<file path="src/rtl/load_store_unit.sv">
// RV32 load/store unit: a multi-cycle FSM that bridges byte/half/word requests
// to a word-wide data memory with sign/zero extension and read-modify-write stores.
module load_store_unit #(
  parameter int DATA_WIDTH = 32,
  parameter int ADDR_WIDTH = 32
) (
  input  logic                  clk,
  input  logic                  rst,
  input  logic                  req_valid,
  output logic                  req_ready,
  input  logic                  req_is_store,
  input  logic [2:0]            req_funct3,
  input  logic [ADDR_WIDTH-1:0] req_addr,
  input  logic [DATA_WIDTH-1:0] req_wdata,
  output logic                  rsp_valid,
  output logic [DATA_WIDTH-1:0] rsp_rdata,
  output logic                  rsp_misaligned,
  output logic                  rsp_illegal,
  output logic [ADDR_WIDTH-1:0] mem_addr,
  output logic [DATA_WIDTH-1:0] mem_write_data,
  output logic                  cs_mem_write,
  input  logic [DATA_WIDTH-1:0] mem_read_data
);

  typedef enum logic [1:0] {IDLE, READ, WRITE, RESP} state_t;

  state_t      state, state_next;
  logic        is_store_q;
  logic [2:0]  funct3_q;
  logic [1:0]  lane_q;
  logic [15:0] wdata_q;
  logic        write_q;
  logic        illegal_in;
  logic        misaligned_in;

  function automatic logic [DATA_WIDTH-1:0] load_extend(
    input logic [DATA_WIDTH-1:0] word,
    input logic [2:0]            f3,
    input logic [1:0]            lane
  );
    logic        [7:0]            b;
    logic        [15:0]           h;
    logic signed [7:0]            bs;
    logic signed [15:0]           hs;
    logic signed [DATA_WIDTH-1:0] r;
    b  = word[{lane, 3'b000} +: 8];
    h  = word[{lane[1], 4'b0000} +: 16];
    bs = b;
    hs = h;
    case (f3)
      3'b000:  r = DATA_WIDTH'(bs);
      3'b001:  r = DATA_WIDTH'(hs);
      3'b100:  r = $signed({{(DATA_WIDTH-8){1'b0}}, b});
      3'b101:  r = $signed({{(DATA_WIDTH-16){1'b0}}, h});
      default: r = $signed(word);
    endcase
    return $unsigned(r);
  endfunction

  function automatic logic [DATA_WIDTH-1:0] store_merge(
    input logic [DATA_WIDTH-1:0] word,
    input logic [15:0]           wdata,
    input logic [1:0]            f3,
    input logic [1:0]            lane
  );
    logic [DATA_WIDTH-1:0] r;
    r = word;
    case (f3)
      2'b00:   r[{lane, 3'b000} +: 8]     = wdata[7:0];
      2'b01:   r[{lane[1], 4'b0000} +: 16] = wdata;
      default: r = word;
    endcase
    return r;
  endfunction

  always_comb begin
    illegal_in = 1'b0;
    case (req_funct3)
      3'b000, 3'b001, 3'b010: illegal_in = 1'b0;
      3'b100, 3'b101:         illegal_in = req_is_store;
      default:                illegal_in = 1'b1;
    endcase
  end

  always_comb begin
    misaligned_in = 1'b0;
    if (req_funct3[1:0] == 2'b01)
      misaligned_in = req_addr[0];
    else if (req_funct3[1:0] == 2'b10)
      misaligned_in = (req_addr[1:0] != 2'b00);
  end

  assign req_ready = (state == IDLE);

  always_comb begin
    state_next = state;
    case (state)
      IDLE: begin
        if (req_valid) begin
          if (illegal_in || misaligned_in) state_next = RESP;
          else if (!req_is_store)          state_next = READ;
          else if (req_funct3 == 3'b010)   state_next = WRITE;
          else                             state_next = READ;
        end
      end
      READ:    state_next = is_store_q ? WRITE : RESP;
      WRITE:   state_next = RESP;
      RESP:    state_next = IDLE;
      default: state_next = IDLE;
    endcase
  end

  // A reset edge must not see a write enable left over from WRITE.
  assign cs_mem_write = write_q & ~rst;

  always_ff @(posedge clk) begin
    if (rst) begin
      state          <= IDLE;
      rsp_valid      <= 1'b0;
      rsp_rdata      <= '0;
      rsp_misaligned <= 1'b0;
      rsp_illegal    <= 1'b0;
      write_q        <= 1'b0;
      mem_addr       <= '0;
      mem_write_data <= '0;
    end else begin
      state          <= state_next;
      rsp_valid      <= (state_next == RESP);
      write_q        <= (state_next == WRITE);
      rsp_rdata      <= '0;
      rsp_misaligned <= 1'b0;
      rsp_illegal    <= 1'b0;
      case (state)
        // Accept: latch the request and decode faults straight into RESP.
        IDLE: begin
          if (req_valid) begin
            mem_addr       <= {2'b00, req_addr[ADDR_WIDTH-1:2]};
            mem_write_data <= req_wdata;
            rsp_illegal    <= illegal_in;
            rsp_misaligned <= misaligned_in & ~illegal_in;
          end
        end
        // Read: capture the load result or merge the sub-word store.
        READ: begin
          if (is_store_q)
            mem_write_data <= store_merge(mem_read_data, wdata_q, funct3_q[1:0], lane_q);
          else
            rsp_rdata <= load_extend(mem_read_data, funct3_q, lane_q);
        end
        default: ;
      endcase
    end
  end

  always_ff @(posedge clk) begin
    if (req_ready && req_valid) begin
      is_store_q <= req_is_store;
      funct3_q   <= req_funct3;
      lane_q     <= req_addr[1:0];
      wdata_q    <= req_wdata[15:0];
    end
  end

endmodule
</file>
<file path="config.mk">
export PLATFORM = sky130hd
export DESIGN_NAME = load_store_unit
export DESIGN_NICKNAME = d
export VERILOG_FILES = /design/src/rtl/load_store_unit.sv
export SDC_FILE = /design/constraint.sdc
export NUM_CORES = 1
export LEC_CHECK = 0
export CORE_ASPECT_RATIO = 1.75
export CORE_MARGIN = 4
export CORE_UTILIZATION = 45
export CTS_CLUSTER_DIAMETER = 80
export DETAILED_ROUTE_END_ITERATION = 10
export PLACE_DENSITY = 0.79
export SLEW_MARGIN = 20
export SYNTH_ARGS = -nofsm -noshare
export SYNTH_HDL_FRONTEND = slang
export SYNTH_SLANG_ARGS = --single-unit
</file>
<file path="constraint.sdc">
create_clock -name clk -period 3.49 [get_ports clk]
set_input_delay 0.698 -clock clk [delete_from_list [all_inputs] [get_ports clk]]
set_output_delay 0.698 -clock clk [all_outputs]
set_load 0.02 [all_outputs]
</file>
# Yosys cells after proc, flatten, opt, wreduce, memory -nomap -nowiden

Cells that the tools add are included.

Reductions and logical operators: 14
Multiplexer cells: 16
$add $sub $neg: 2
Shift operators: 6
Bitwise operators: 7
Equality and inequality tests: 17

Operators with widths:

| kind                                                   | count |
|---|---|
| case mux 32 bit (2 select lines)                       | 2 |
| case mux 32 bit (4 select lines)                       | 1 |
| bitwise mux 32 bit                                     | 2 |
| two-way mux 32 bit                                     | 2 |
| variable shift 16 x 7 -> 32 bit (first input constant) | 1 |
| variable shift 8 x 7 -> 32 bit (first input constant)  | 1 |
| variable part select 16 x 7 -> 32 bit                  | 1 |
| variable part select 32 x 6 -> 16 bit                  | 1 |
| variable part select 32 x 6 -> 8 bit                   | 1 |
| variable part select 8 x 7 -> 32 bit                   | 1 |
| negation 5 -> 7 bit                                    | 2 |
| equality test 3 bit (second input constant)            | 4 |
| equality test 2 bit (second input constant)            | 5 |
| OR reduction 3 bit                                     | 3 |
| two-way mux 2 bit                                      | 4 |
| case mux 2 bit (4 select lines)                        | 1 |
| equality test 2 x 1 -> 1 bit (second input constant)   | 3 |
| equality test 3 x 1 -> 1 bit (second input constant)   | 2 |
| logical NOT 3 bit                                      | 2 |
| inverter 1 bit                                         | 5 |
| logical NOT 2 bit                                      | 2 |
| != test 2 bit (second input constant)                  | 2 |
| nonzero test 2 bit                                     | 2 |
| equality test 3 x 2 -> 1 bit (second input constant)   | 1 |
| other kinds (8)                                        | 11 |

Input port bits: 103
Word-level logic and storage cells: 74
Flip-flop bits (word level): 122
Output and inout bits: 101

# Depth between registers and ports, before layout

Depth in word-level cells: 8
Gate-level depth with buffers: 10
Gate-level depth less buffers: 7

# Least setup slack after synthesis

Ideal clock, no wire load.

Kind: reg2reg
Start point: reg lane_q[1]
End point: reg mem_write_data[24]
Setup slack: 1.052 ns
Required time: 3.432 ns
Stages on the path, launching flop included: 10
Path buffers: 3
Data arrival time: 2.380 ns
Clock period less this slack: 2.438 ns
Setup time: 0.058 ns
Cells stage by stage: edfxtp_1 > buf_2 > buf_6 > inv_1 > buf_2 > ha_1 > nor3b_1 > nand3_1 > a311oi_1 > a21o_1

Longest elaborated chain between the ends: 6

RTL lines:

| item                                                                | RTL line | RTL |
|---|---|---|
| from (decl)                                                         | 30       | `logic [1:0] lane_q;` |
| from (signal assigned)                                              | 159      | `lane_q <= req_addr[1:0];` |
| negation 5 -> 7 bit, on equally long branches                       | 70, 69   |  |
| variable part select 16 x 7 -> 32 bit, or another cell as far along | 70       | `2'b01: r[{lane[1], 4'b0000} +: 16] = wdata;` |
| bitwise mux 32 bit, on equally long branches                        | 70, 69   |  |
| case mux 32 bit (2 select lines) *                                  | 68       | `case (f3)` |
| two-way mux 32 bit *                                                | 145      | `if (is_store_q)` |
| case mux 32 bit (2 select lines) *                                  | 133      | `case (state)` |
| to (signal assigned)                                                | 138      | `mem_write_data <= req_wdata;` |
| to (signal assigned)                                                | 146      | `mem_write_data <= store_merge(mem_read_data, wdata_q, funct3_q[1:0], lane_q);` |
| to (decl)                                                           | 20       | `output logic [DATA_WIDTH-1:0] mem_write_data,` |

Every way passes the cells marked *; elsewhere a longest branch is shown, timed or not. The select of a mux whose other input is x is not followed.
A chain may end at the register's enable or synchronous reset.

# Final worst setup path

Start point: reg state[0]
End point: out req_ready

Longest elaborated chain between the ends: 1

RTL lines:

| item                   | RTL line | RTL |
|---|---|---|
| from (decl)            | 27       | `state_t state, state_next;` |
| from (signal assigned) | 127      | `state <= state_next;` |
| logical NOT 2 bit      | 93       | `assign req_ready = (state == IDLE);` |
| to (decl)              | 10       | `output logic req_ready,` |

Every way passes these cells.

==> results by group <==
Critical path
  – Worst path required time: 2.79 ns
  – CP Buf/Inv Count: 2
  – Worst path cell trace: inv_1 > ha_1 > clkdlybuf4s50_1
  – CP Data Arrival Time: 1.85 ns
  – Crit end category: output port
  – Max Fanout on Critical Path: 9
  – CP Launch Type: register
  – Slowest CP cell: clkdlybuf4s50_1
  – Setup CP Type: register to output port
  – Top Family by Delay on Critical Path: buffers and inverters
  – CP peak stage delay: 0.67 ns

Synthesis
  – Post-Syn Area: 5720 um^2
  – Sequential-to-total area share from yosys stat: 46.5%
  – Flops & latches, synth: 122
  – Predominant post-synthesis flop cell: dfxtp_1
  – Synth top area share: 35.0%
  – Asr flop ratio synth: 0%
  – Number of synthesized flops with an enable pin: 22
  – Count of different cell masters after synthesis: 54
  – Post-synth top area cell: dfxtp_1
  – Top post-synthesis cells by count: nand2_1 (108), dfxtp_1 (100), a21oi_1 (66)
  – Yosys warning count: 0
  – Most frequent cell after synthesis: nand2_1
  – Mean Syn Cell Area: 8.83 um^2
  – Synth top area cells: dfxtp_1 (35%), edfxtp_1 (12%), nand2_1 (7.1%)
  – Cells after Synth: 648

Global route
  – GRT overflow: 0
  – Vias in the first global route: 5908
  – Initial antenna violation count: 0
  – Global-route wire length before repair: 31100 um
  – Overall Global Routing Usage: 27.4%
  – Largest net degree at the start of global routing: 59

Drt
  – Initial DRC Count: 328
  – Routed vias/inst: 5.72
  – Antenna-violating nets left: 0
  – Routed WL per cell: 19.8 um
  – Final WL: 20000 um
  – Via count: 5768
  – Remaining DRCs: 0
  – Iteration count of the initial detailed-routing pass: 5

STA
  – RSZ-0062 raised after global routing: false
  – Final setup viols: 0
  – Slew HR: 39.7%
  – Fin Setup TNS: 0 ns
  – Period utilization: 73.1%
  – Final setup skew: 0.00547 ns
  – Maximum clock rate: 392 MHz
  – Final hold violations: 0
  – Slew @ Worst Pin: 0.904 ns
  – Max Slew Vio Count: 0
  – Min cycle time layout: 2.55 ns

Place
  – Port bufs: 201
  – Placer Congestion: 0.886
  – Placed Cells: 977
  – DP Wirelength: 15000 um

Clock tree
  – Sink Count: 122
  – CTS root buf: clkbuf_16
  – Setup bufs post-CTS: 0
  – Cts hold-fix bufs: 0
  – Clock Pin Slew Worst Setup and Hold Paths: 0.06 ns
  – CTS tree: done
  – Clk Latency, worst-skew pair: 0.41 ns
  – Number of gates resized after CTS: 0
  – TritonCTS Buffers: 17
  – H-tree levels: 4
  – Max Root-Sink Buffers: 2

Outcome
  – Outcome: completed

Die
  – Die area: 14700 um^2
  – Starting Density: 46.0%
  – Num ports: 204
  – Core Area: 12400 um^2
  – Die X-Extent: 93.2 um
  – Die H: 157 um
  – Site row count: 54

Power
  – Peak supply drop: 0.389 mV
  – Cell leakage power: 3.12 nW
  – PwrDens: 699 nW/um^2

Layout
  – Area Overhead vs Synth: 45.5%
  – Share of cells above drive strength 1: 7.02%
  – Fin cells: 1009
  – Ant. Diodes: 0
  – # fillers: 1073
  – Nets: 939

Min path
  – Worst Hold Class: register to register

Run
  – Max cap viols: 0
stage by stage:
step	cell area [um^2]	power [W]	util [%]	worst slack [ns]	hold slack, ns
after detailed placement	7790	0.00422	62.6	0.739	0.446
final	8330	0.00582	67.0	0.940	0.456
after CTS	8330	0.00583	67.0	0.928	0.458
after global routing	8330	0.00611	67.0	0.768	0.479
after global placement	7790	0.00417	62.6	0.809	0.443
after floorplan	5720	0.00329	-	1.05	0.533
worst paths after layout:
path                    start                 end  slack [ns]  cells past startpoint
setup / recovery     state[0]           req_ready        0.94                      3
hold / removal    mem_addr[5]         mem_addr[5]        0.46                      2
setup reg to reg  funct3_q[1]  mem_write_data[12]        0.95                      4
hold reg to reg   mem_addr[5]         mem_addr[5]        0.46                      2
final cells by class:
class | instances | area (um^2) | share of cell area (%)
Multi-Input combinational cell | 454 | 2730 | 32.8
Sequential cell | 122 | 2660 | 32.0
Timing Repair Buffer | 211 | 2100 | 25.2
Clock buffer | 20 | 437 | 5.24
Tap cell | 168 | 210 | 2.52
Clock inverter | 12 | 101 | 1.22
Inverter | 22 | 82.6 | 0.992
state kept, by name, indices dropped and copies added, names as in the netlist:
| register | flops |
|---|---|
| wdata_q | 16 |
| write_q | 1 |
| funct3_q | 3 |
| mem_addr | 30 |
| lane_q | 2 |
| rsp_valid | 1 |
| is_store_q | 1 |
| state | 2 |
| rsp_illegal | 1 |
| rsp_rdata | 32 |
| rsp_misaligned | 1 |
| mem_write_data | 32 |
placed cells by master, fill, tap and decap left out, types with 14 or more instances in the layout:
cell type        instances
nor2_1                  47
mux2i_1                 14
nand2_1                108
o31ai_1                 14
o21ai_0                 44
clkdlybuf4s50_1        201
clkbuf_16               17
a221oi_1                15
dfxtp_1                100
a22o_1                  14
a21oi_1                 66
inv_1                   21
edfxtp_1                22
layer usage:
layer	global-route usage (%)	routed length, um	up-vias
met5	0	0	-
met4	14.3	763	0
met3	6.50	1460	49
met2	49.4	10500	300
met1	29.2	7290	2732
li1	-	-	2687
cells by family after synthesis:
| group | Yosys count | synth area share, % |
|---|---|---|
| and+or+nand+nor | 216 | 18.0 |
| buffers and inverters | 73 | 5.80 |
| other | 1 | 0.0656 |
| adders and majority gates | 8 | 1.75 |
| muxes | 16 | 3.11 |
| AOI/OAI and AO/OA | 212 | 24.7 |
| DFF | 122 | 46.5 |
worst reg2reg max path, stage by stage (launching register included):
cell and delay [ns]:
edfxtp_1 0.75, nor3b_4 0.76, and3_1 0.47, a221oi_1 0.16, o31ai_1 0.29
report_power, final:
part	internal (W)	switching (W)	leakage, nW
sequential	0.00175	0.000229	1.02
clock	0.000972	0.000636	0.254
combinational	0.000954	0.00128	1.85
total	0.00368	0.00214	3.12
(Power assumes the default switching activity.)
